**src/rtl/pll_lock_pkg.sv**
```systemverilog
// PLL lock detector shared types and defaults.
// FSM state encoding and default window parameters.
package pll_lock_pkg;

  typedef enum logic [1:0] {
    IDLE   = 2'd0,
    ACQ    = 2'd1,
    LOCKED = 2'd2,
    HOLD   = 2'd3
  } state_t;

  localparam int NDIV_DEF     = 8;
  localparam int TOL_DEF      = 1;
  localparam int LOCK_N_DEF   = 4;
  localparam int UNLOCK_N_DEF = 2;
  localparam int CW_DEF       = 8;

endpackage

```
**src/rtl/pll_sync2.sv**
```systemverilog
// Two-flop synchronizer for a single asynchronous bit.
// Both flops clear on asynchronous active-low reset.
module pll_sync2 (
  input  logic clk,
  input  logic rst_n,
  input  logic d,
  output logic q
);

  logic s1;

  always_ff @(posedge clk or negedge rst_n) begin
    if (!rst_n) begin
      s1 <= 1'b0;
      q  <= 1'b0;
    end else begin
      s1 <= d;
      q  <= s1;
    end
  end

endmodule

```
**src/rtl/pll_lock_detect.sv**
```systemverilog
// Frequency lock detector: counts outclk cycles per refclk period
// and tracks good/bad windows through an ACQ/LOCKED/HOLD FSM.
module pll_lock_detect
  import pll_lock_pkg::*;
#(
  parameter int NDIV     = NDIV_DEF,
  parameter int TOL      = TOL_DEF,
  parameter int LOCK_N   = LOCK_N_DEF,
  parameter int UNLOCK_N = UNLOCK_N_DEF,
  parameter int CW       = CW_DEF
) (
  input  logic          outclk,
  input  logic          rstb,
  input  logic          refclk,
  input  logic          en,
  output logic          lock,
  output logic [CW-1:0] cnt_meas,
  output logic          meas_valid,
  output logic [1:0]    state
);

  localparam int GW = $clog2(LOCK_N + 1);
  localparam int BW = $clog2(UNLOCK_N + 1);
  localparam logic [CW-1:0] CMAX = '1;
  localparam logic [CW-1:0] LO   = CW'(NDIV - TOL);
  localparam logic [CW-1:0] HI   = CW'(NDIV + TOL);

  logic ref_s;
  logic ref_d;
  logic ref_edge;

  pll_sync2 u_sync (
    .clk   (outclk),
    .rst_n (rstb),
    .d     (refclk),
    .q     (ref_s)
  );

  always_ff @(posedge outclk or negedge rstb) begin
    if (!rstb) begin
      ref_d    <= 1'b0;
      ref_edge <= 1'b0;
    end else begin
      ref_d    <= ref_s;
      ref_edge <= ref_s & ~ref_d;
    end
  end

  logic [CW-1:0] cnt;
  logic          armed;
  logic          sat;

  assign sat = (cnt == CMAX);

  // The first ref edge only arms the window; the partial one is dropped.
  always_ff @(posedge outclk or negedge rstb) begin
    if (!rstb) begin
      cnt        <= '0;
      armed      <= 1'b0;
      cnt_meas   <= '0;
      meas_valid <= 1'b0;
    end else if (!en) begin
      cnt        <= '0;
      armed      <= 1'b0;
      meas_valid <= 1'b0;
    end else if (ref_edge) begin
      if (armed) cnt_meas <= cnt;
      meas_valid <= armed;
      armed      <= 1'b1;
      cnt        <= CW'(1);
    end else if (sat) begin
      cnt_meas   <= CMAX;
      meas_valid <= 1'b1;
      armed      <= 1'b1;
      cnt        <= CW'(1);
    end else begin
      meas_valid <= 1'b0;
      cnt        <= cnt + CW'(1);
    end
  end

  logic good;

  assign good = (cnt_meas != CMAX) &&
                (cnt_meas >= LO) &&
                (cnt_meas <= HI);

  state_t        st;
  state_t        st_n;
  logic [GW-1:0] good_cnt;
  logic [GW-1:0] good_n;
  logic [BW-1:0] bad_cnt;
  logic [BW-1:0] bad_n;
  logic          lock_n;

  always_comb begin
    st_n   = st;
    good_n = good_cnt;
    bad_n  = bad_cnt;
    if (!en) begin
      st_n   = IDLE;
      good_n = '0;
      bad_n  = '0;
    end else begin
      unique case (st)
        IDLE: begin
          st_n   = ACQ;
          good_n = '0;
          bad_n  = '0;
        end
        ACQ: if (meas_valid) begin
          if (!good) begin
            good_n = '0;
          end else if (good_cnt == GW'(LOCK_N - 1)) begin
            st_n   = LOCKED;
            good_n = '0;
          end else begin
            good_n = good_cnt + GW'(1);
          end
        end
        LOCKED: if (meas_valid && !good) begin
          st_n  = (UNLOCK_N > 1) ? HOLD : ACQ;
          bad_n = (UNLOCK_N > 1) ? BW'(1) : '0;
        end
        HOLD: if (meas_valid) begin
          if (good) begin
            st_n  = LOCKED;
            bad_n = '0;
          end else if (bad_cnt == BW'(UNLOCK_N - 1)) begin
            st_n   = ACQ;
            good_n = '0;
            bad_n  = '0;
          end else begin
            bad_n = bad_cnt + BW'(1);
          end
        end
        default: st_n = IDLE;
      endcase
    end
    lock_n = (st_n == LOCKED) || (st_n == HOLD);
  end

  always_ff @(posedge outclk or negedge rstb) begin
    if (!rstb) begin
      st       <= IDLE;
      good_cnt <= '0;
      bad_cnt  <= '0;
      lock     <= 1'b0;
    end else begin
      st       <= st_n;
      good_cnt <= good_n;
      bad_cnt  <= bad_n;
      lock     <= lock_n;
    end
  end

  assign state = st;

endmodule

```
**config.mk**
```make
export PLATFORM = sky130hd
export DESIGN_NAME = pll_lock_detect
export DESIGN_NICKNAME = d
export VERILOG_FILES = /design/src/rtl/pll_lock_pkg.sv /design/src/rtl/pll_sync2.sv /design/src/rtl/pll_lock_detect.sv
export SDC_FILE = /design/constraint.sdc
export NUM_CORES = 1
export LEC_CHECK = 0
export ABC_AREA = 0
export CAP_MARGIN = 20
export CORE_AREA = 2 2 62 64
export DETAILED_ROUTE_END_ITERATION = 16
export DIE_AREA = 0 0 64 66
export HOLD_SLACK_MARGIN = 0.1
export PLACE_DENSITY = 0.65
export RECOVER_POWER = 50
export SLEW_MARGIN = 30
export SYNTH_ARGS = -nofsm -noshare
export SYNTH_HDL_FRONTEND = slang
export SYNTH_SLANG_ARGS = --single-unit
export TNS_END_PERCENT = 30
```
**constraint.sdc**
```tcl
create_clock -name outclk -period 2.52 [get_ports outclk]
set_input_delay 0.756 -clock outclk [delete_from_list [all_inputs] [get_ports outclk]]
set_output_delay 0.756 -clock outclk [all_outputs]
set_load 0.005 [all_outputs]
```
==> impl_metrics.ini <==
[outcome]
status = completed

[synth]
synth-compound-area-share = 0.173
synth_cells = 119
synth_fa_ha_area_frac = 0.0181
synth_top_area_frac = 0.544
yosys_warnings = 0
ys_types = 37
synth.avg_cell_area_um2 = 11.6
syn_area_um2 = 1380
synth_top_family_by_area = simple AND/OR/NAND/NOR gates
synth_area_leader_cell = dfrtp_1
synth-simple-area-share = 0.176
synthTopCellsByArea = dfrtp_1 54%, a2bb2oi_1 5.1%, o22ai_1 3.6%
synth.mux.area_fraction = 0.0317
ys_seq_area_frac = 0.544
synth_xor_area_frac = 0.0381
syn_nets = 125
ys_ff_latch = 30

[drt]
via_per_inst = 5.21
drc_errors = 0
vias = 980
drtPass1Iterations = 4
drtAntennaViolNets = 0
routed_wl_um = 2570
drt_iter0_drc = 31
wl_per_cell_um = 13.7

[finish]
final_cell_mix = 30 x dfrtp_1, 12 x clkdlybuf4s50_1, 9 x nor2_1
syn_to_final_growth_pct = 20.4
multi_input_area_um2 = 603
final_util = 0.468
drive_above_1_share = 0.129
seq_area_um2 = 751
fillers = 323
fin_nets = 145
final_common_cell = dfrtp_1
n_antenna_cell = 0

[global_routing]
grt_pass1_vias = 945
grtUsageTotal = 0.139
grt_start_max_net_pins = 31
antenna_found_initial = 0
grt_pass1_wl_um = 4280
grt_overflow_total = 0

[worst_setup_path]
cpPeakStageDelay_ps = 550
worstSetupPathType = register to output pin
crit_chain = clkdlybuf4s50_1
crit_buf_inv = 1
startpoint_type = register
crit_arrival_ps = 1380
cp_top_family = buffers and inverters
cpMaxStageDelayCell = clkdlybuf4s50_1
crit_path_end_kind = output pin
r2r_slack_ps = 860
critPathMaxFanout = 9
cp.required_ps = 1760

[die]
floorplan.initialDensity = 0.389
die_w_um = 64
fp.dieH_um = 66
die_area_um2 = 4220
io_pins = 16
core_area_um2 = 3550
rows = 22

[placed_design]
hpwl_um = 1770
gp_congestion = 0.823
numPortBuffers = 15

[power]
total_power_w = 0.00116
pwr_density_cell_nw_per_um2 = 697
vdd.ir_drop.worst_uv = 515
p_leak_nw = 0.676

[clocking]
cts_tree = yes
cts.clk_slew.worst_paths_ps = 90
cts_root_buf = clkbuf_4
cts_buffer_depth = 2
cts_made_buffers = 5
clkLatencyLatePin_ps = 330
cts_resized = 0
cts_setup_buffers = 0
clock-sinks = 30
cts_max_level = 2
holdBufCountCts = 0

[timing]
final.min_clock_period_ps = 2130
finalSetupTns_ps = 0
tightest_slew_ps = 704
setup_viol = 0
slew_violations = 0
period_share = 0.847
fmax_ghz = 0.468
final-hold-violation-count = 0
rsz0062_at_grt = false
slew_headroom = 0.531
fin_skew_ps = 3.78

[hold_path]
hp-class = register to register

[job]
max-cap-violations = 0
[flip-flops by register name (all words and copies together) (netlist names), 2 cells and up]
name / flops
cnt: 8
state: 2
cnt_meas: 8
bad_cnt: 2
good_cnt: 3
[area by class of cell]
type | count | area share
Clock buffer | 5 | 0.0226
Sequential cell | 30 | 0.452
Tap cell | 48 | 0.0361
Inverter | 4 | 0.00904
Multi-Input combinational cell | 82 | 0.363
Clock inverter | 3 | 0.0241
Timing Repair Buffer | 16 | 0.0934
[through the flow]
stage | instances | setup slack [ps] | cell area (µm²) | hold WS (ps)
after floorplan | 119 | 812 | 1380 | 331
after global placement | 180 | 363 | 1590 | 342
after detailed placement | 180 | 296 | 1590 | 337
after CTS | 188 | 362 | 1660 | 367
after global routing | 188 | 321 | 1660 | 390
final | 188 | 385 | 1660 | 367
[routing by layer]
metal / part of all wire / global-route usage / vias to the layer above
li1: - / - / 483
met4: 0.028 / 0.103 / 0
met3: 0.050 / 0.0477 / 8
met1: 0.45 / 0.159 / 463
met2: 0.47 / 0.215 / 26
met5: 0 / 0 / -
[cells in the mapped netlist (all sizes together)]
| cell | number |
|---|---|
| o22ai | 8 |
| a21boi | 1 |
| nor2 | 10 |
| xor2 | 3 |
| o21a | 3 |
| and3b | 1 |
| nor4 | 1 |
| o21ai | 2 |
| nor2b | 2 |
| buf | 1 |
| nor3 | 6 |
| nand3b | 1 |
| and4 | 1 |
| xnor2 | 3 |
| dfrtp | 30 |
| a21oi | 5 |
| and4b | 1 |
| clkbuf | 2 |
| mux2i | 1 |
| nand3 | 3 |
| nand2 | 6 |
| nor3b | 1 |
| mux2 | 3 |
| nand4 | 2 |
| nand2b | 3 |
| nor4b | 1 |
| a2bb2oi | 8 |
| a211oi | 1 |
| a41oi | 1 |
| inv | 4 |
| ha | 2 |
| o211ai | 2 |
[path summary, 6_finish.rpt]
check / start / to / cells after the start
setup reg to reg: cnt_meas[4] / good_cnt[0] / 4
hold reg to reg: u_sync.s1 / u_sync.q / 0
min in group asynchronous: rstb / lock / 2
hold / removal: u_sync.s1 / u_sync.q / 0
max in group asynchronous: rstb / cnt_meas[5] / 2
setup / recovery: state[1] / state[1] / 1
[where the power goes]
part           internal (W)  switching, W
clock network      0.000205      0.000168
logic              0.000128     0.0000683
registers          0.000525     0.0000635
[kinds of logic (layout without fill, tap and decap cells)]
family / Yosys count / after routing
compound gates: 31 / 31
xor+xnor: 6 / 6
fa+ha+maj: 2 / 2
buf+inv: 7 / 28
flops: 30 / 30
mux: 4 / 4
simple gates: 39 / 39
Power figures use the tool's default switching activity.
